`src/rtl/simon_pkg.sv`:
```
// Shared types and default constants for the Simon sequencer.
package simon_pkg;

  typedef enum logic [2:0] {
    S_IDLE     = 3'd0,
    S_APPEND   = 3'd1,
    S_SHOW_ON  = 3'd2,
    S_SHOW_OFF = 3'd3,
    S_WAIT_IN  = 3'd4,
    S_OVER     = 3'd5
  } state_t;

  typedef logic [1:0] move_t;

  localparam int SEQ_MAX_DEF   = 16;
  localparam int ON_TICKS_DEF  = 30;
  localparam int OFF_TICKS_DEF = 30;
  localparam int TIMEOUT_DEF   = 120;

  function automatic int max3(input int a, input int b, input int c);
    int m;
    m = (a > b) ? a : b;
    return (m > c) ? m : c;
  endfunction

endpackage

```
`src/rtl/simon_sequencer_if.sv`:
```
// Game-side bus of the Simon sequencer: random source, player keys and display outputs.
interface simon_sequencer_if;
  import simon_pkg::*;

  move_t       rand_in;
  logic        start;
  move_t       player_num;
  logic        player_pressed;
  logic        simon_turn;
  move_t       simon_num;
  logic        simon_pressed;
  logic [4:0]  seq_len;
  logic        game_over;
  logic        win;

  modport master (
    output rand_in, start, player_num, player_pressed,
    input  simon_turn, simon_num, simon_pressed, seq_len, game_over, win
  );

  modport slave (
    input  rand_in, start, player_num, player_pressed,
    output simon_turn, simon_num, simon_pressed, seq_len, game_over, win
  );
endinterface

```
`src/rtl/simon_seq_mem.sv`:
```
// Move storage: one synchronous write port, one combinational read port.
module simon_seq_mem
  import simon_pkg::*;
#(
  parameter int DEPTH = SEQ_MAX_DEF
) (
  input  logic       clk,
  input  logic       i_wr_en,
  input  logic [4:0] i_wr_addr,
  input  move_t      i_wr_data,
  input  logic [4:0] i_rd_addr,
  output move_t      o_rd_data
);
  localparam int AW = (DEPTH > 1) ? $clog2(DEPTH) : 1;

  move_t r_mem [DEPTH];

  // Write port; contents deliberately survive a new game.
  always_ff @(posedge clk) begin
    if (i_wr_en && (i_wr_addr < 5'(DEPTH))) begin
      r_mem[i_wr_addr[AW-1:0]] <= i_wr_data;
    end
  end

  // Read port; out-of-range addresses return a harmless zero.
  always_comb begin
    if (i_rd_addr < 5'(DEPTH)) begin
      o_rd_data = r_mem[i_rd_addr[AW-1:0]];
    end else begin
      o_rd_data = 2'd0;
    end
  end
endmodule

```
`src/rtl/simon_sequencer.sv`:
```
// Simon game sequencer FSM. Define SIMON_TIMEOUT_EN to make an idle player lose
// after TIMEOUT cycles; otherwise the game waits for input indefinitely.
module simon_sequencer
  import simon_pkg::*;
#(
  parameter int SEQ_MAX   = SEQ_MAX_DEF,
  parameter int ON_TICKS  = ON_TICKS_DEF,
  parameter int OFF_TICKS = OFF_TICKS_DEF,
  parameter int TIMEOUT   = TIMEOUT_DEF
) (
  input  logic           clk,
  input  logic           reset,
  simon_sequencer_if.slave bus
);
  localparam int TMAX = max3(ON_TICKS, OFF_TICKS, TIMEOUT);
  localparam int TW   = (TMAX > 1) ? $clog2(TMAX) : 1;

  state_t        r_state;
  logic [4:0]    r_seq_len;
  logic [4:0]    r_idx;
  logic [TW-1:0] r_timer;
  logic          r_simon_turn;
  move_t         r_simon_num;
  logic          r_simon_pressed;
  logic          r_game_over;
  logic          r_win;

  logic [4:0]    w_rd_addr;
  move_t         w_rd_data;
  logic          w_wr_en;
  logic          w_last;

  assign w_wr_en = (r_state == S_APPEND);
  assign w_last  = (r_idx == (r_seq_len - 5'd1));

  // Look ahead one move while in SHOW_OFF so the next SHOW_ON shows it on entry.
  always_comb begin
    w_rd_addr = 5'd0;
    case (r_state)
      S_SHOW_OFF: w_rd_addr = r_idx + 5'd1;
      S_WAIT_IN:  w_rd_addr = r_idx;
      default:    w_rd_addr = 5'd0;
    endcase
  end

  simon_seq_mem #(.DEPTH(SEQ_MAX)) u_mem (
    .clk       (clk),
    .i_wr_en   (w_wr_en),
    .i_wr_addr (r_seq_len),
    .i_wr_data (bus.rand_in),
    .i_rd_addr (w_rd_addr),
    .o_rd_data (w_rd_data)
  );

  // Game FSM with all outputs registered on the transition into each state.
  always_ff @(posedge clk or posedge reset) begin
    if (reset) begin
      r_state         <= S_IDLE;
      r_seq_len       <= 5'd0;
      r_idx           <= 5'd0;
      r_timer         <= {TW{1'b0}};
      r_simon_turn    <= 1'b0;
      r_simon_num     <= 2'd0;
      r_simon_pressed <= 1'b0;
      r_game_over     <= 1'b0;
      r_win           <= 1'b0;
    end else begin
      case (r_state)
        S_IDLE, S_OVER: begin
          if (bus.start) begin
            r_seq_len    <= 5'd0;
            r_idx        <= 5'd0;
            r_timer      <= {TW{1'b0}};
            r_win        <= 1'b0;
            r_game_over  <= 1'b0;
            r_simon_turn <= 1'b1;
            r_state      <= S_APPEND;
          end
        end
        S_APPEND: begin
          r_seq_len       <= r_seq_len + 5'd1;
          r_idx           <= 5'd0;
          r_timer         <= {TW{1'b0}};
          r_simon_pressed <= 1'b1;
          // On the first round mem[0] is being written this very edge.
          r_simon_num     <= (r_seq_len == 5'd0) ? bus.rand_in : w_rd_data;
          r_state         <= S_SHOW_ON;
        end
        S_SHOW_ON: begin
          if (r_timer == TW'(ON_TICKS - 1)) begin
            r_timer         <= {TW{1'b0}};
            r_simon_pressed <= 1'b0;
            r_state         <= S_SHOW_OFF;
          end else begin
            r_timer <= r_timer + TW'(1);
          end
        end
        S_SHOW_OFF: begin
          if (r_timer == TW'(OFF_TICKS - 1)) begin
            r_timer <= {TW{1'b0}};
            if (w_last) begin
              r_idx        <= 5'd0;
              r_simon_turn <= 1'b0;
              r_simon_num  <= 2'd0;
              r_state      <= S_WAIT_IN;
            end else begin
              r_idx           <= r_idx + 5'd1;
              r_simon_pressed <= 1'b1;
              r_simon_num     <= w_rd_data;
              r_state         <= S_SHOW_ON;
            end
          end else begin
            r_timer <= r_timer + TW'(1);
          end
        end
        S_WAIT_IN: begin
          if (bus.player_pressed) begin
            r_timer <= {TW{1'b0}};
            if (bus.player_num != w_rd_data) begin
              r_game_over <= 1'b1;
              r_win       <= 1'b0;
              r_state     <= S_OVER;
            end else if (w_last && (r_seq_len == 5'(SEQ_MAX))) begin
              r_game_over <= 1'b1;
              r_win       <= 1'b1;
              r_state     <= S_OVER;
            end else if (w_last) begin
              r_simon_turn <= 1'b1;
              r_state      <= S_APPEND;
            end else begin
              r_idx <= r_idx + 5'd1;
            end
          end else begin
`ifdef SIMON_TIMEOUT_EN
            if (r_timer == TW'(TIMEOUT - 1)) begin
              r_game_over <= 1'b1;
              r_win       <= 1'b0;
              r_state     <= S_OVER;
            end else begin
              r_timer <= r_timer + TW'(1);
            end
`else
            r_timer <= {TW{1'b0}};
`endif
          end
        end
        default: begin
          r_state <= S_IDLE;
        end
      endcase
    end
  end

  assign bus.simon_turn    = r_simon_turn;
  assign bus.simon_num     = r_simon_num;
  assign bus.simon_pressed = r_simon_pressed;
  assign bus.seq_len       = r_seq_len;
  assign bus.game_over     = r_game_over;
  assign bus.win           = r_win;
endmodule
```
`src/flat_wrapper.sv`:
```
// flat-port wrapper written by rule: the top's interface ports become plain ports
module simon_sequencer_flat import simon_pkg::*;
#(
  parameter int SEQ_MAX   = SEQ_MAX_DEF,
  parameter int ON_TICKS  = ON_TICKS_DEF,
  parameter int OFF_TICKS = OFF_TICKS_DEF,
  parameter int TIMEOUT   = TIMEOUT_DEF
)
  (clk, reset, bus_rand_in, bus_start, bus_player_num, bus_player_pressed, bus_simon_turn, bus_simon_num, bus_simon_pressed, bus_seq_len, bus_game_over, bus_win);
  simon_sequencer_if bus_i ();
  input  logic clk;
  input  logic reset;
  input wire logic [$bits(bus_i.rand_in)-1:0] bus_rand_in;
  input wire logic [$bits(bus_i.start)-1:0] bus_start;
  input wire logic [$bits(bus_i.player_num)-1:0] bus_player_num;
  input wire logic [$bits(bus_i.player_pressed)-1:0] bus_player_pressed;
  output wire logic [$bits(bus_i.simon_turn)-1:0] bus_simon_turn;
  output wire logic [$bits(bus_i.simon_num)-1:0] bus_simon_num;
  output wire logic [$bits(bus_i.simon_pressed)-1:0] bus_simon_pressed;
  output wire logic [$bits(bus_i.seq_len)-1:0] bus_seq_len;
  output wire logic [$bits(bus_i.game_over)-1:0] bus_game_over;
  output wire logic [$bits(bus_i.win)-1:0] bus_win;
  assign bus_i.rand_in = bus_rand_in;
  assign bus_i.start = bus_start;
  assign bus_i.player_num = bus_player_num;
  assign bus_i.player_pressed = bus_player_pressed;
  assign bus_simon_turn = bus_i.simon_turn;
  assign bus_simon_num = bus_i.simon_num;
  assign bus_simon_pressed = bus_i.simon_pressed;
  assign bus_seq_len = bus_i.seq_len;
  assign bus_game_over = bus_i.game_over;
  assign bus_win = bus_i.win;
  simon_sequencer #(.SEQ_MAX(SEQ_MAX), .ON_TICKS(ON_TICKS), .OFF_TICKS(OFF_TICKS), .TIMEOUT(TIMEOUT)) u_core (.clk(clk), .reset(reset), .bus(bus_i));
endmodule
```
`config.mk`:
```
export PLATFORM = sky130hd
export DESIGN_NAME = simon_sequencer_flat
export DESIGN_NICKNAME = d
export VERILOG_FILES = /design/src/rtl/simon_pkg.sv /design/src/rtl/simon_sequencer_if.sv /design/src/rtl/simon_seq_mem.sv /design/src/rtl/simon_sequencer.sv /design/src/flat_wrapper.sv
export SDC_FILE = /design/constraint.sdc
export NUM_CORES = 1
export LEC_CHECK = 0
export ABC_AREA = 1
export CORE_ASPECT_RATIO = 1.75
export CORE_UTILIZATION = 55
export CTS_BUF_LIST = sky130_fd_sc_hd__clkbuf_4 sky130_fd_sc_hd__clkbuf_8
export DETAILED_ROUTE_END_ITERATION = 8
export GPL_TIMING_DRIVEN = 0
export PLACE_DENSITY = 0.82
export SETUP_SLACK_MARGIN = 0.1
export SLEW_MARGIN = 20
export SYNTH_ARGS = -nofsm -noshare
export SYNTH_HDL_FRONTEND = slang
export SYNTH_SLANG_ARGS = --single-unit
export TNS_END_PERCENT = 30
```
`constraint.sdc`:
```
create_clock -name clk -period 3 [get_ports clk]
set_clock_uncertainty 0.05 [all_clocks]
set_input_delay 0.6 -clock clk [delete_from_list [all_inputs] [get_ports clk]]
set_output_delay 0.6 -clock clk [all_outputs]
set_load 0.1 [all_outputs]
```
# Word level (Yosys, flattened, before mapping)
# Memories as Yosys holds them, arrays and structs flattened.
# Index checks and enable logic that the tools add are counted.
[op_classes] add_sub_neg=4 magnitude_cmp=2 n_eq_ne=21 mux=49 reduce_logical=22
[op_table] operator="5-bit two-way mux" n=7
[op_table] operator="3-bit two-way mux" n=8
[op_table] operator="7-bit one-hot mux with 3 select lines" n=1
[op_table] operator="5-bit one-hot mux with 2 select lines" n=2
[op_table] operator="5-bit one-hot mux with 4 select lines" n=1
[op_table] operator="1-bit two-way mux" n=18
[op_table] operator="3-bit one-hot mux with 5 select lines" n=1
[op_table] operator="7-bit two-way mux" n=2
[op_table] operator="2-bit != test (second input constant)" n=6
[op_table] operator="5-bit by 1-bit adder with 5-bit output (second input constant)" n=2
[op_table] operator="5-bit < comparator (second input constant)" n=2
[op_table] operator="3-bit nonzero test" n=3
[op_table] operator="2-bit two-way mux" n=4
[op_table] operator="2-bit by 1-bit != test with 1-bit output (second input constant)" n=4
[op_table] operator="4-bit AND reduction" n=2
[op_table] operator="8-bit AND reduction" n=1
[op_table] operator="7-bit by 1-bit adder with 7-bit output (second input constant)" n=1
[op_table] operator="7-bit by 5-bit == test with 1-bit output (second input constant)" n=1
[op_table] operator="7-bit AND reduction" n=1
[op_table] operator="3-bit by 2-bit == test with 1-bit output (second input constant)" n=2
[op_table] operator="3-bit == test (second input constant)" n=2
[op_table] operator="1-bit one-hot mux with 3 select lines" n=2
[op_table] operator="2-bit AND reduction" n=3
[op_table] operator="2-bit nonzero test" n=3
[op_table] operator="other kinds (15)" n=19
[word_totals] reg_bits=26 ram_bits=32 output_inout_bits=11 wordCells=108 mem_count=1
[mem_list] memory="u_core.u_mem.r_mem" depth=16 width=2 rd=1 rd_clocked_by_memory_dff=0 write_ports=1 line_no="simon_seq_mem.sv:16" source="move_t r_mem [DEPTH];"

# Logic depth before layout (Yosys ltp)
[depth] ltp_word=8 mapped_depth=19 ltp_nobuf=17

# Hierarchy
# A second synthesis with hierarchy kept.
[hier_totals] cells_unflattened=417 area_unflattened_um2=3382.0
[modules_own_cells] module="simon_sequencer" n_inst=1 cells_per_inst=262 area_each_um2=1893.1 seq_area_each_um2=650.6
[modules_own_cells] module="simon_seq_mem" n_inst=1 cells_per_inst=155 area_each_um2=1488.9 seq_area_each_um2=960.9

# Worst setup path after synthesis
# Ideal clock, no wire load.
[synth_timing] path_type="register -> register" startpoint="reg u_core.r_seq_len[0] (netlist: u_core.bus.seq_len[0])" endpoint="reg u_core.r_game_over (netlist: u_core.bus.game_over)" arrival_ps=2839 required_ps=2825 path_slack_ps=-14 stages_incl_launch_ff=13 path_buffers=0 cell_sequence="dfrtp_1 -> inv_1 -> ha_1 -> xnor2_1 -> xnor2_1 -> or2_0 -> nor3_2 -> nand3_1 -> nand2_1 -> nand3b_1 -> nand2_1 -> nand2_1 -> o21ai_1"
[synth_via] elab_chain_cells=5
[synth_lines] element="start: declaration" line_no="simon_sequencer.sv:19" source="logic [4:0] r_seq_len;"
[synth_lines] element="start signal: assignment" line_no="simon_sequencer.sv:81" source="r_seq_len <= r_seq_len + 5'd1;"
[synth_lines] element="5-bit by 1-bit subtractor with 5-bit output" line_no="simon_sequencer.sv:34" source="assign w_last = (r_idx == (r_seq_len - 5'd1));"
[synth_lines] element="5-bit == test" line_no="simon_sequencer.sv:34"
[synth_lines] element="1-bit logical AND (*)" line_no="simon_sequencer.sv:123" source="end else if (w_last && (r_seq_len == 5'(SEQ_MAX))) begin"
[synth_lines] element="3-bit by 1-bit != test with 1-bit output (no line) (*)"
[synth_lines] element="4-bit AND reduction (no line) (*)"
[synth_lines] element="end signal: assignment" line_no="simon_sequencer.sv:65" source="r_game_over <= 1'b0;"
[synth_lines] element="end signal: assignment" line_no="simon_sequencer.sv:120" source="r_game_over <= 1'b1;"
[synth_lines] element="end signal: assignment" line_no="simon_sequencer.sv:124" source="r_game_over <= 1'b1;"
[synth_lines] element="end: declaration" line_no="simon_sequencer.sv:25" source="logic r_game_over;"
# Every way passes the cells marked *; elsewhere a longest branch is shown, timed or not.
# A chain may end at the register's enable or synchronous reset.

# Worst setup path in the final report
[layout_timing] startpoint="reg u_core.r_seq_len[4] (netlist: u_core.bus.seq_len[4])" endpoint="out bus_seq_len[4]"
[layout_lines] element="end: declaration" line_no="flat_wrapper.sv:20" source="output wire logic [$bits(bus_i.seq_len)-1:0] bus_seq_len;"
# No word-level cell between the ends.

==> reports/qor.yml <==
run_status:
  outcome: "finished clean"
cells_and_area:
  layout_common_cells: "nand2_1, nand3_1, inv_1"
  synthToLayoutAreaGrowth_pct: 13.7
  fillers: 472
  nets: 426
  final_common_cell: "nand2_1"
  antenna_cells: 0
  drive_above_1_share_pct: 10.8
clock_tree:
  cts.path.max_buffers: 2
  cts_buffers: 9
  htree_num_levels: 3
  cts_sinks: 58
  clk_root_buffer_cell: "clkbuf_8"
  cts_tree: "built"
  post_cts_resized: 0
  cts_setup_buffers: 0
  hold_buffers: 0
  clk_latency_ns: 0.35
  clk_pin_slew_ns: 0.07
global_route:
  grt_pass1_wl_um: 11800
  grt_util_all_layers_pct: 26.4
  grt_overflow: 0
  grt_max_degree: 27
  antenna_found_initial: 0
  grt_pass1_vias: 2706
sta:
  period_minus_slack_ns: 2.72
  setup_violations: 0
  tightest_slew_ns: 0.986
  setup_tns_ns: 0
  fmax_mhz: 367
  slew_viol_final: 0
  rsz0062_at_grt: "false"
  setup_ws_ns: 0.278
  fin_crit_sh_pct: 90.7
  hold_viol: 0
  slew_headroom_pct: 34.0
logic_synthesis:
  yosys_warnings: 0
  synth_cells: 381
  synth_seq_cells: 58
  postSynth.asyncResetShare_pct: 44.8
  synth_nets: 397
  synth_cell_types: 37
  synth_edf_count: 32
  yosysSeqAreaShare_pct: 49.8
  synth_top_family_by_area: "simple AND/OR/NAND/NOR gates"
  synth.avg_cell_area_um2: 8.49
  synth-compound-area-share_pct: 6.27
  yosys.area_share.adder_pct: 3.09
  yosys.area_share.simple_pct: 30.0
  synth.cell_area_um2: 3230
  ys.flop_type: "edfxtp_1"
  synth-xor-area-share_pct: 2.98
  synthMuxAreaShare_pct: 0
setup_path:
  critPathLaunchType: "flop"
  cp.depth: 1
  slowest_stage: "clkdlybuf4s50_1"
  critical_path_buf_inv_count: 1
  reg2regPathDepth: 17
  path_max_fanout: 6
  worstSetupEndpointType: "output port"
  crit_type: "flop to output port"
  crit_family: "buffers and inverters"
  crit_path_cell_trace: "clkdlybuf4s50_1"
  worstPathArrival_ns: 2.07
  required_ns: 2.35
  cpPeakStageDelay_ns: 1.20
floorplanning:
  row_count: 36
  initial_utilization_pct: 57.4
  die_h_um: 103
  coreArea_um2: 5630
  dieArea_um2: 6200
  die_x_um: 60.0
  io_pins: 19
power:
  leakage_nw: 1.60
  powerDensity_nw_per_um2: 961
  vdd_drop_max_v: 0.000816
worst_hold_path:
  hold_path_class: "flop to flop"
  holdPathStages: 2
placement:
  post-place-ws_ns: 0.491
  portBuffers: 18
  place_congestion: 0.872
  dp_hpwl_um: 5340
routing:
  vias: 2669
  dr.pass1.iters: 4
  wl_per_cell_um: 14.3
  routed_via_density: 5.44
  post-route-drc-count: 0
  wirelength_um: 7020
  first_iter_violations: 159
  final_antenna_net_count: 0
job:
  maxCapViolations: 0
worst reg2reg max path: stages (launching register included):
cell and delay, ns:
dfrtp_1 0.46, nor2_2 0.21, nand3_2 0.20, nand2_4 0.18, buf_8 0.14, nand2_1 0.05
nand3_1 0.08, nand3_1 0.11, nand3_1 0.16, nand3_1 0.13, nand2_1 0.10, nand2_2 0.06
inv_4 0.08, nand3_4 0.07, nand2_4 0.12, nand2_4 0.08, nand2_1 0.08, nand2_1 0.05
cell type report:
type                       count  area (um2)  share of cell area, %
tap                           76        95.1                   2.59
timing repair buffer          18         180                   4.90
buffer                         6        52.6                   1.43
clock buffer                  10         131                   3.57
inverter                      53         201                   5.48
multi-input combinational    264        1370                   37.2
clock inverter                 6        33.8                  0.919
sequential                    58        1610                   43.9
logic make-up after synthesis:
group | count (synthesis)
AND/OR/NAND/NOR | 211
AO/OA/AOI/OAI | 34
adder cells (fa/ha/maj) | 8
XOR/XNOR | 11
buffers and inverters | 59
flip-flops | 58
power by group:
group	internal (mW)	switching, mW	total, mW	leakage, nW
combinational	0.561	1.28	1.84	0.886
clock	0.301	0.314	0.614	0.0829
sequential	0.957	0.122	1.08	0.627
total	1.82	1.72	3.53	1.60
synthesized netlist by cell type, types with 2 or more instances:
library cell  instances  area, um2
nand2_1              92        345
nand3_1              55        275
inv_1                48        180
nor2_1               35        131
edfxtp_1             32        961
dfrtp_1              26        651
o21ai_0              16       80.1
ha_1                  8        100
xor2_1                7       61.3
nand2_2               6       37.5
nor3_1                6       30.0
a21oi_1               4       20.0
inv_2                 4       15.0
nand4_1               4       25.0
xnor2_1               4       35.0
nand2_4               3       33.8
o21ai_1               3       15.0
o22ai_1               3       18.8
a32o_1                2       20.0
buf_6                 2       22.5
clkbuf_1              2       7.51
nand3_2               2       20.0
o21a_1                2       15.0
or2_2                 2       12.5
metrics by stage:
stage	total power [mW]	cells	cell area, um2	util (%)	hold slack [ns]
floorplan	2.50	381	3240	-	0.435
global placement	2.88	475	3510	62.4	0.416
detailed placement	2.92	475	3510	62.4	0.412
CTS	3.54	491	3680	65.3	0.430
global route	3.79	491	3680	65.3	0.472
finish	3.53	491	3680	65.3	0.428
layer usage:
layer  wire [um]  track usage [%]  vias to the layer above
met4         304             17.9                        0
met2        3810             45.7                       83
li1            -                -                     1305
met1        2580             27.4                     1251
met5           0                0                        -
met3         326             6.34                       30
final timing paths:
path / end / slack (ns) / from
worst max-delay path: bus_seq_len[4] / 0.28 / u_core.bus.seq_len[4]
worst min-delay path: u_core.bus.simon_turn / 0.43 / u_core.bus.simon_turn
worst max register to register: u_core.r_idx[3] / 0.48 / u_core.r_state[0]
worst min register to register: u_core.bus.simon_turn / 0.43 / u_core.bus.simon_turn
max in group asynchronous: u_core.bus.seq_len[0] / 1.90 / reset
min in group asynchronous: u_core.r_timer[4] / 0.59 / reset
registers in the layout (all words and copies together), names as in the netlist:
signal and flops:
u_core.u_mem.r_mem 32, u_core.r_timer 7, u_core.bus.seq_len 5, u_core.r_idx 5
u_core.r_state 3, u_core.bus.simon_num 2, u_core.bus.game_over 1, u_core.bus.simon_pressed 1
u_core.bus.simon_turn 1, u_core.bus.win 1
Power figures use the tool's default switching activity.
